===== src/rtl/regfile_seq_pkg.sv =====
// Shared widths, op codes and FSM state encoding for the regfile sequencer.
package regfile_seq_pkg;

  localparam int OPW  = 4;
  localparam int SELW = 4;
  localparam int DW   = 16;

  localparam logic [OPW-1:0] OP_MOV = 4'h0;
  localparam logic [OPW-1:0] OP_ADD = 4'h1;
  localparam logic [OPW-1:0] OP_SUB = 4'h2;
  localparam logic [OPW-1:0] OP_AND = 4'h3;
  localparam logic [OPW-1:0] OP_OR  = 4'h4;
  localparam logic [OPW-1:0] OP_XOR = 4'h5;
  localparam logic [OPW-1:0] OP_NOT = 4'h6;
  localparam logic [OPW-1:0] OP_SHL = 4'h7;
  localparam logic [OPW-1:0] OP_SHR = 4'h8;
  localparam logic [OPW-1:0] OP_LDI = 4'h9;

  typedef enum logic [1:0] {
    S_IDLE  = 2'd0,
    S_READ  = 2'd1,
    S_EXEC  = 2'd2,
    S_WRITE = 2'd3
  } state_t;

  // Every code above LDI is a NOP: no write, flags untouched.
  function automatic logic is_nop(input logic [OPW-1:0] op);
    return (op > OP_LDI);
  endfunction

endpackage


===== src/rtl/regfile_seq_alu.sv =====
// Combinational ALU: result truncated to DW bits, carry/borrow per op.
module regfile_seq_alu
  import regfile_seq_pkg::*;
(
  input  logic [OPW-1:0] op,
  input  logic [DW-1:0]  a,
  input  logic [DW-1:0]  b,
  input  logic [7:0]     imm8,
  output logic [DW-1:0]  result,
  output logic           carry
);

  logic [DW:0] w_sum;
  logic [DW:0] w_diff;

  // Widened by one bit so the top bit is carry-out / borrow.
  assign w_sum  = {1'b0, a} + {1'b0, b};
  assign w_diff = {1'b0, a} - {1'b0, b};

  // Op decode; NOP codes yield zero and are ignored upstream.
  always_comb begin
    result = '0;
    carry  = 1'b0;
    case (op)
      OP_MOV: result = a;
      OP_ADD: begin
        result = w_sum[DW-1:0];
        carry  = w_sum[DW];
      end
      OP_SUB: begin
        result = w_diff[DW-1:0];
        carry  = w_diff[DW];
      end
      OP_AND: result = a & b;
      OP_OR:  result = a | b;
      OP_XOR: result = a ^ b;
      OP_NOT: result = ~a;
      OP_SHL: begin
        result = {a[DW-2:0], 1'b0};
        carry  = a[DW-1];
      end
      OP_SHR: begin
        result = {1'b0, a[DW-1:1]};
        carry  = a[0];
      end
      OP_LDI: result = {{(DW-8){1'b0}}, imm8};
      default: begin
        result = '0;
        carry  = 1'b0;
      end
    endcase
  end

endmodule


===== src/rtl/regfile_sequencer.sv =====
// Four-cycle instruction sequencer driving an external register file.
//
// state   | meaning
// S_IDLE  | ready for an instruction, all selects/strobes low
// S_READ  | selects driven from latched instr, operands captured at edge
// S_EXEC  | ALU evaluates operands, result and flags captured at edge
// S_WRITE | dest/wdata driven, done pulses, load_en unless NOP or rst
module regfile_sequencer
  import regfile_seq_pkg::*;
(
  input  logic            clk,
  input  logic            rst,
  input  logic [15:0]     instr,
  input  logic            instr_valid,
  output logic            instr_ready,
  output logic [SELW-1:0] a_sel,
  output logic [SELW-1:0] b_sel,
  output logic [SELW-1:0] dest_sel,
  input  logic [DW-1:0]   rf_a,
  input  logic [DW-1:0]   rf_b,
  output logic [DW-1:0]   wdata,
  output logic            load_en,
  output logic            done,
  output logic            zero,
  output logic            carry
);

  state_t          r_state;
  state_t          w_next_state;
  logic [15:0]     r_instr;
  logic [DW-1:0]   r_op_a;
  logic [DW-1:0]   r_op_b;
  logic [DW-1:0]   r_result;
  logic            r_zero;
  logic            r_carry;

  logic [OPW-1:0]  w_op;
  logic            w_nop;
  logic            w_accept;
  logic [DW-1:0]   w_alu_result;
  logic            w_alu_carry;

  assign w_op     = r_instr[15:12];
  assign w_nop    = is_nop(w_op);
  assign w_accept = instr_valid && instr_ready;
  assign zero     = r_zero;
  assign carry    = r_carry;

  regfile_seq_alu u_alu (
    .op     (w_op),
    .a      (r_op_a),
    .b      (r_op_b),
    .imm8   (r_instr[7:0]),
    .result (w_alu_result),
    .carry  (w_alu_carry)
  );

  // State register; reset abandons any in-flight instruction.
  always_ff @(posedge clk) begin
    if (rst) r_state <= S_IDLE;
    else     r_state <= w_next_state;
  end

  // Next-state and state-decoded outputs.
  always_comb begin
    w_next_state = r_state;
    instr_ready  = 1'b0;
    a_sel        = '0;
    b_sel        = '0;
    dest_sel     = '0;
    wdata        = '0;
    load_en      = 1'b0;
    done         = 1'b0;
    case (r_state)
      S_IDLE: begin
        instr_ready = !rst;
        if (w_accept) w_next_state = S_READ;
      end
      S_READ: begin
        a_sel        = r_instr[7:4];
        b_sel        = r_instr[3:0];
        w_next_state = S_EXEC;
      end
      S_EXEC: begin
        a_sel        = r_instr[7:4];
        b_sel        = r_instr[3:0];
        w_next_state = S_WRITE;
      end
      S_WRITE: begin
        a_sel        = r_instr[7:4];
        b_sel        = r_instr[3:0];
        dest_sel     = r_instr[11:8];
        wdata        = r_result;
        done         = 1'b1;
        // rst gates the strobe so a reset landing on WRITE drops the write.
        load_en      = !w_nop && !rst;
        w_next_state = S_IDLE;
      end
      default: w_next_state = S_IDLE;
    endcase
  end

  // Datapath: latch instr on accept, operands after READ, result/flags after EXEC.
  always_ff @(posedge clk) begin
    if (rst) begin
      r_instr  <= '0;
      r_op_a   <= '0;
      r_op_b   <= '0;
      r_result <= '0;
      r_zero   <= 1'b0;
      r_carry  <= 1'b0;
    end else begin
      if (w_accept) r_instr <= instr;
      if (r_state == S_READ) begin
        r_op_a <= rf_a;
        r_op_b <= rf_b;
      end
      if (r_state == S_EXEC) begin
        r_result <= w_alu_result;
        if (!w_nop) begin
          r_zero  <= (w_alu_result == '0);
          r_carry <= w_alu_carry;
        end
      end
    end
  end

endmodule

===== config.mk =====
export PLATFORM = sky130hd
export DESIGN_NAME = regfile_sequencer
export DESIGN_NICKNAME = d
export VERILOG_FILES = /design/src/rtl/regfile_seq_pkg.sv /design/src/rtl/regfile_seq_alu.sv /design/src/rtl/regfile_sequencer.sv
export SDC_FILE = /design/constraint.sdc
export NUM_CORES = 1
export LEC_CHECK = 0
export CORE_ASPECT_RATIO = 0.75
export CORE_MARGIN = 5
export CORE_UTILIZATION = 55
export CTS_BUF_LIST = sky130_fd_sc_hd__clkbuf_4
export DETAILED_ROUTE_END_ITERATION = 7
export MAX_ROUTING_LAYER = met4
export PLACE_DENSITY = 0.8
export SETUP_SLACK_MARGIN = 0.1
export SLEW_MARGIN = 10
export SYNTH_ARGS = -nofsm -noshare
export SYNTH_HDL_FRONTEND = slang
export SYNTH_SLANG_ARGS = --single-unit

===== constraint.sdc =====
create_clock -name clk -period 6.84 [get_ports clk]
set_clock_uncertainty 0.1 [all_clocks]
set_input_delay 1.026 -clock clk [delete_from_list [all_inputs] [get_ports clk]]
set_output_delay 1.026 -clock clk [all_outputs]
set_load 0.005 [all_outputs]

Word-level counts from Yosys, hierarchy flattened --
Index checks and enable logic that the tools add are counted.
Storage, ports and cells: output and inout bits 33, word-level logic and storage cells 48, register bits after elaboration 68, bits in latches 0, RAM bits 0, memory bits (read-only) 0, input bits 51, memories kept 0
Operators by class: $add $sub $neg 2, shift operators 0, bitwise logic cells 5, divide/modulo/power cells 0, eq/ne operators 13, mux-type cells 11, reduce and logical (&&, ||, !) cells 9, order comparisons 1, multiply operators 0
Operators by type and width (count):
- 16-bit one-hot mux with 10 select lines | 1
- 16-bit by 16-bit adder with 17-bit output | 1
- 16-bit by 16-bit subtractor with 17-bit output | 1
- 16-bit AND | 1
- 4-bit by 3-bit equality test with 1-bit output, second input constant | 4
- 16-bit zero test | 1
- 16-bit two-way mux | 1
- 16-bit NOT | 1
- 16-bit OR | 1
- 16-bit XOR | 1
- 4-bit two-way mux | 3
- 4-bit by 2-bit equality test with 1-bit output, second input constant | 2
- 4-bit equality test, second input constant | 2
- 2-bit one-hot mux with 4 select lines | 1
- 2-bit equality test, second input constant | 2
- 4-bit by 1-bit equality test with 1-bit output, second input constant | 1
- 4-bit greater-than comparator, second input constant | 1
- 4-bit zero test | 1
- 1-bit one-hot mux with 4 select lines | 1
- 1-bit two-way mux | 3
- 3-bit OR reduction | 1
- 2-bit by 1-bit equality test with 1-bit output, second input constant | 1
- 1-bit logical AND | 2
- 1-bit zero test | 2
- other kinds (5) | 5

Depth between registers and ports, before layout --
Gate-level depths: netlist of run 1.
depth after elaboration 5, gate-level depth with buffers 13, mapped depth without buffers 12

Hierarchy --
Synthesis of run 1 repeated with hierarchy kept, for this count alone.
Second synthesis, totals: cell total of the unflattened synthesis 742, area, all modules 5803.1 um^2
Modules (own cells, without submodules):
- regfile_seq_alu | times used 1, cells each 456, area each 3005.4 um^2, sequential area each 0.0 um^2
- regfile_sequencer | times used 1, cells each 286, area each 2797.7 um^2, sequential area each 1361.3 um^2

Worst setup path after synthesis of run 1 --
OpenSTA, ideal clock, no wires.
path type register -> register, from register r_op_a[0], to register r_zero (netlist: zero), period minus slack after synthesis 2.810 ns, data arrival time 2.651 ns, setup time 0.059 ns, stages on the path, launching flop included 12, path buffers 0, setup slack 4.030 ns, data required time 6.681 ns, cell sequence dfxtp_1 > ha_1 > fa_1 > a21oi_2 > o21bai_1 > nor3b_2 > nor2_1 > or4b_1 > a21oi_1 > o2111ai_1 > nor4_1 > a22o_1
On the way: longest elaborated chain between the ends 3, elaborated cells on any way between the ends 8, those cells by class add/sub (2); mux (1); bitwise (4); reduce/logical (1)
Ends and longest elaborated chain:
- start, declared | RTL line regfile_sequencer.sv:31 | logic [DW-1:0] r_op_a;
- start signal, assigned | RTL line regfile_sequencer.sv:115 | r_op_a <= rf_a;
- 16-bit by 16-bit subtractor with 17-bit output (tied with other cells) | RTL line regfile_seq_alu.sv:18 | assign w_diff = {1'b0, a} - {1'b0, b};
- 16-bit one-hot mux with 10 select lines * | RTL line regfile_seq_alu.sv:24 | case (op)
- 16-bit zero test * | RTL line regfile_sequencer.sv:121 | r_zero <= (w_alu_result == '0);
- end signal, assigned | RTL line regfile_sequencer.sv:121
- end, declared | RTL line regfile_sequencer.sv:34 | logic r_zero;
Every way passes the cells marked *; elsewhere a longest branch is shown, timed or not. A chain may end at the register's enable or synchronous reset.

Worst setup path after layout of run 1 --
from register r_instr[12], to register r_zero (netlist: zero)
On the way: longest elaborated chain between the ends 3, elaborated cells on any way between the ends 15, those cells by class order compare (1); eq/ne (9); mux (1); bitwise (1); reduce/logical (3)
Ends and longest elaborated chain:
- start, declared | RTL line regfile_sequencer.sv:30 | logic [15:0] r_instr;
- start signal, assigned | RTL line regfile_sequencer.sv:113 | if (w_accept) r_instr <= instr;
- 4-bit equality test (tied with other cells) | RTL line regfile_seq_alu.sv:24
- 16-bit one-hot mux with 10 select lines or 1-bit NOT (tied branches)
- 16-bit zero test or 2-bit AND reduction (tied branches)
Parallel ways exist; a longest one is shown, timed or not.

==> results of run 1 <==
-- state kept, by name, summed over array words and instances, names as in the netlist --
register and flops:
r_state 2, zero 1, r_op_b 16, r_result 16
r_op_a 16, carry 1, r_instr 16
-- cell usage in the layout, fill, tap and decap left out, types with 3 or more instances in the layout --
cell,n
a211o_1,6
a211oi_1,16
a21o_1,5
a21oi_1,47
a222oi_1,3
a22oi_1,8
a311oi_1,4
a31oi_1,9
a32oi_1,6
and2_1,23
buf_4,8
clkbuf_4,9
clkdlybuf4s50_1,82
dfxtp_1,68
ha_1,52
inv_1,52
mux2_2,6
mux2i_1,47
nand2_1,65
nand2b_1,20
nand3_1,19
nand4_1,10
nor2_1,91
nor2b_1,22
nor3_1,17
nor3b_1,3
nor4_1,5
o2111ai_1,4
o211ai_1,9
o21a_1,3
o21ai_0,34
o21bai_1,12
o221ai_1,3
o22ai_1,8
o311ai_0,3
o31ai_1,11
o32ai_1,3
or2_2,3
-- critical path, stage by stage, from the launching register on --
cell	delay [ps]
dfxtp_1	340
buf_4	440
nand2b_1	410
nor3_2	570
a311oi_1	230
mux2_2	320
o221ai_1	540
a21oi_1	90
o2111ai_1	150
nor4_1	100
a22o_1	200
-- worst paths after layout --
path	startpoint	cells after the start	to
hold reg to reg	r_instr[11]	2	r_instr[11]
setup reg to reg	r_instr[12]	10	zero
setup / recovery	r_instr[12]	10	zero
hold / removal	r_instr[11]	2	r_instr[11]
-- power groups by stage --
stage / Clock [mW] / Sequential (mW) / Combinational, mW
CTS: 0.347 / 0.578 / 1.40
finish: 0.346 / 0.582 / 1.46
floorplan: 0 / 0.553 / 1.03
global route: 0.362 / 0.593 / 1.57
detailed placement: 0 / 0.587 / 1.39
global placement: 0 / 0.581 / 1.38
-- logic make-up (layout without fill, tap and decap cells) --
kind of cell | Yosys count | count (layout) | share of synthesized area [%]
DFF | 68 | 68 | 22.2
muxes | 54 | 54 | 8.96
AOI/OAI and AO/OA | 216 | 216 | 24.4
adders and majority gates | 55 | 55 | 11.5
buffers and inverters | 108 | 160 | 7.78
xor gates and xnor gates | 4 | 4 | 0.572
and+or+nand+nor | 301 | 301 | 24.6
-- through the flow --
stage	setup WS, ps	cells	total power, mW
finish	3270	998	2.39
detailed placement	3320	982	1.98
floorplan	4030	806	1.58
CTS	3320	998	2.32
global route	3110	998	2.53
global placement	3350	982	1.96
-- area by class of cell --
cell class | count | share of cell area, %
multi-input cells | 630 | 60.6
clock inverters | 7 | 1.52
well taps | 140 | 2.47
clock buffers | 9 | 0.952
repair buffers | 91 | 12.5
inverters | 53 | 2.80
flip-flops and latches | 68 | 19.2
-- metal layers --
metal  global-route usage, %  up-vias
met3                    10.8       56
met4                    7.27        0
li1                        -     2976
met2                    45.4      418
met1                    41.7     2982
met5                       -        -
==> results.cfg, run 1 <==
[final_layout]
layout.nets = 959
multiInputGateArea_sq_um = 4300
fin_area_sq_um = 7090
nFillCells = 981
antennaDiodeCount = 0
ff_latch_area_sq_um = 1360
syn2layout_area_growth_pct = 15.8
drive_gt1_share_pct = 5.36
finish.utilization_pct = 65.1

[placed_design]
dp_hpwl_mm = 15.0
place_area_sq_um = 6920
port_buffers = 83
place_congestion = 1.04

[timing]
finalCriticalPeriod_ps = 3570
slew_headroom_pct = 25.8
finalSetupTns_ps = 0
grt_setup_unrepaired = false
worst_pin_slew_ps = 1110
fmax_mhz = 280
fin_hold_ws_ps = 390
maxSlewViolCount = 0
final-setup-viol-count = 0
finalCritPeriodShare_pct = 52.2
hold_viol = 0

[logic_synthesis]
yosysTopAreaCell = dfxtp_1
synth_ff_type = dfxtp_1
synth-async-reset-ratio_pct = 0
synth.top_cells.by_area = dfxtp_1, ha_1, mux2i_1, nor2_1, nand2_1
syn_nets = 912
yosys-top-cells-count = nor2_1, dfxtp_1, nand2_1
synth.avg_cell_area_sq_um = 7.60
yosys_register_bits = 68
synth_top_area_share_pct = 22.2
netlist_area_sq_um = 6130
yosys_warnings = 0
ys_seq_area_share_pct = 22.2
synth_cell_type_count = 78
synth_edf_count = 0
yosysMostFrequentCell = nor2_1
synth_cells = 806

[pwr]
netSwitchingPower_mw = 1.21
clockPowerShare_pct = 14.5
p_seq_share_pct = 24.4
comb_power_share_pct = 61.1
power_density_nw_per_um2 = 337
p_int_mw = 1.18
p_sw_share_pct = 50.6
ir_worst_vdd_v = 0.000155
power.leakage_nw = 2.65

[setup_path]
startpoint_type = register
crit_type = reg2reg
cp.required_ps = 7130
r2r_slack_ps = 3270
crit_path_end_kind = register
crit_fanout = 48
crit_arrival_ps = 3860

[grt]
grt_max_degree = 72
grt_use_total_pct = 31.2
grt_pass1_wl_mm = 32.7
first_global_vias = 6063
grt.overflow.total = 0
antenna_found_initial = 0

[routing]
wl_met2_mm = 8.54
drtIter0Drc = 758
post-route-drc-count = 0
routed_wl_mm = 20.7
wl_met3_mm = 2.69
vias = 6432
first_pass_iters = 7
viasPerCell = 6.44
ant_nets = 0
routed.top_layer = met4
m1WireLength_mm = 9.12
wire_per_inst_um = 20.7

[die]
start_util_pct = 56.2
pin_count = 84
placementRows = 33
die_y_um = 101
die_area_sq_um = 13400
dieWidth_um = 132
core_area_sq_um = 10900

[clock_tree]
cts_resized = 0
clock-sinks = 68
cts_root_buf = clkbuf_4
path_clk_slew_ps = 170
post_cts_buffers = 0
cts_buffers = 9
insertion_delay_ps = 480
ctsHoldBuffers = 0
tritoncts = yes
clockBufferDepth = 2
htree_levels = 3

[min_path]
hp-class = reg2reg

[job]
drv_cap = 0

[run_status]
status = completed
Note: power is estimated with default switching activity, not from simulation.
==> run 2: changes to the inputs <==
--- a/config.mk
+++ b/config.mk
@@ -7,11 +7,11 @@
 export LEC_CHECK = 0
 export CORE_ASPECT_RATIO = 0.75
 export CORE_MARGIN = 5
-export CORE_UTILIZATION = 55
+export CORE_UTILIZATION = 52
 export CTS_BUF_LIST = sky130_fd_sc_hd__clkbuf_4
 export DETAILED_ROUTE_END_ITERATION = 7
 export MAX_ROUTING_LAYER = met4
-export PLACE_DENSITY = 0.8
+export PLACE_DENSITY = 0.79
 export SETUP_SLACK_MARGIN = 0.1
 export SLEW_MARGIN = 10
 export SYNTH_ARGS = -nofsm -noshare
==> constraint.sdc (replaced) <==
create_clock -name clk -period 3.1 [get_ports clk]
set_clock_uncertainty 0.1 [all_clocks]
set_input_delay 0.465 -clock clk [delete_from_list [all_inputs] [get_ports clk]]
set_output_delay 0.465 -clock clk [all_outputs]
set_load 0.005 [all_outputs]
==> run 2 against run 1 <==
Against the previous run: non-clock buffer count increased by 142; core utilization increased by 9.0 points; worst setup slack worse by 3100 ps; via count is 13% higher; critical endpoint unchanged; largest power group unchanged.
==> results.cfg, run 2 (same netlist as run 1, synthesis figures left out) <==
[run_status]
status = completed

[final_layout]
ff_latch_area_sq_um = 1380
nFillCells = 877
layout_common_cells = buf_4, nor2_1, clkdlybuf4s50_1, nand2_1, dfxtp_1
layout.nets = 1101
fin_area_sq_um = 8580
syn2layout_area_growth_pct = 39.9
multiInputGateArea_sq_um = 4660
drive_gt1_share_pct = 25.2
antennaDiodeCount = 0
fin_cells = 1162
mostFrequentLayoutCell = buf_4

[clock_tree]
htree_levels = 3
ctsHoldBuffers = 0
clock-sinks = 68
path_clk_slew_ps = 160
cts_root_buf = clkbuf_4
insertion_delay_ps = 470
clockBufferDepth = 2
cts_buffers = 9
tritoncts = yes

[placed_design]
dp_slack_ps = -117
place_area_sq_um = 7940
dp_hpwl_mm = 19.0
port_buffers = 83
dp_cells = 1134
place_congestion = 1.06

[die]
die_y_um = 104
pin_count = 84
core_area_sq_um = 11600
start_util_pct = 53.0
die_area_sq_um = 14100
dieWidth_um = 135
placementRows = 34

[timing]
maxSlewViolCount = 0
finalSetupTns_ps = 0
final-setup-viol-count = 0
grt_setup_unrepaired = true
fmax_mhz = 341
finalCriticalPeriod_ps = 2930
fin_ws_ps = 171
slew_headroom_pct = 33.3
finalCritPeriodShare_pct = 94.5
hold_viol = 0
worst_pin_slew_ps = 1000

[pwr]
power_density_nw_per_um2 = 771
power.leakage_nw = 3.40
ir_worst_vdd_v = 0.000404

[grt]
grt_max_degree = 63
grt_pass1_wl_mm = 37.0
antenna_found_initial = 0
first_global_vias = 6855
grt.overflow.total = 0
grt_use_total_pct = 33.7

[job]
drv_cap = 0

[routing]
drtIter0Drc = 778
first_pass_iters = 6
post-route-drc-count = 0
wire_per_inst_um = 21.0
vias = 7266
ant_nets = 0
routed_wl_mm = 24.4
viasPerCell = 6.25

[min_path]
hp-class = in2reg

[setup_path]
cp.required_ps = 3380
crit_fanout = 4
startpoint_type = register
crit_path_end_kind = register
crit_arrival_ps = 3210
crit_type = reg2reg
-- run 2: cell types whose count changed in the layout (fill, tap and decap cells not counted), sizes merged --
cell	change
clkinvlp	+1
bufinv	-1
clkinv	-1
buf	+142
inv	+1
-- run 2: per-layer routing --
| metal | share of wire, % | vias up | wire length (um) | track usage (%) |
|---|---|---|---|---|
| li1 | - | 3265 | - | - |
| met1 | 43 | 3472 | 10600 | 46.9 |
| met2 | 43 | 481 | 10600 | 48.8 |
| met3 | 12 | 48 | 2810 | 8.85 |
| met4 | 1.8 | 0 | 447 | 8.06 |
| met5 | 0 | - | 0 | - |
-- run 2: repair_timing --
action	4_1_cts	5_1_grt
setup endpoints to repair	3	8
setup buffers	4	8
gates resized for setup	12	71
pin swaps	4	28
-- run 2: final cells by class --
type / instances / share of cell area [%]
clock inverter: 7 / 0.934
timing repair buffer: 233 / 23.1
inverter: 53 / 2.32
tap: 162 / 2.36
clock buffer: 9 / 0.788
multi-input combinational: 630 / 54.4
sequential: 68 / 16.1
-- run 2: critical path: stages (launching register included) --
cell and delay (ps):
dfxtp_4 400, inv_2 60, ha_4 160, fa_2 420, or2_4 270, a2111o_1 460, buf_4 150, o21a_1 170
a22oi_2 180, a211oi_1 90, nand4_1 120, nor4_1 50, a22o_1 210
-- run 2: path summary, 6_finish.rpt --
check / from / to / slack, ps / cells after the start
hold reg to reg: r_result[2] / r_result[2] / 370 / 2
setup reg to reg: r_op_a[0] / zero / 170 / 12
setup / recovery: r_op_a[0] / zero / 170 / 12
hold / removal: rst / r_state[1] / 190 / 2
-- run 2: report_power, final --
group / internal (mW) / switching [mW] / leakage, nW
Clock: 0.257 / 0.422 / 0.0740
Combinational: 2.13 / 2.57 / 2.76
Sequential: 1.08 / 0.156 / 0.560
Total: 3.46 / 3.15 / 3.40
-- run 2: per-stage QoR --
stage / util (%) / hold slack [ps] / total power [mW]
floorplan: - / 332 / 3.49
global placement: 68.6 / 346 / 5.14
detailed placement: 68.6 / 349 / 5.24
CTS: 70.5 / 192 / 6.02
global route: 74.1 / 191 / 6.93
finish: 74.1 / 189 / 6.61
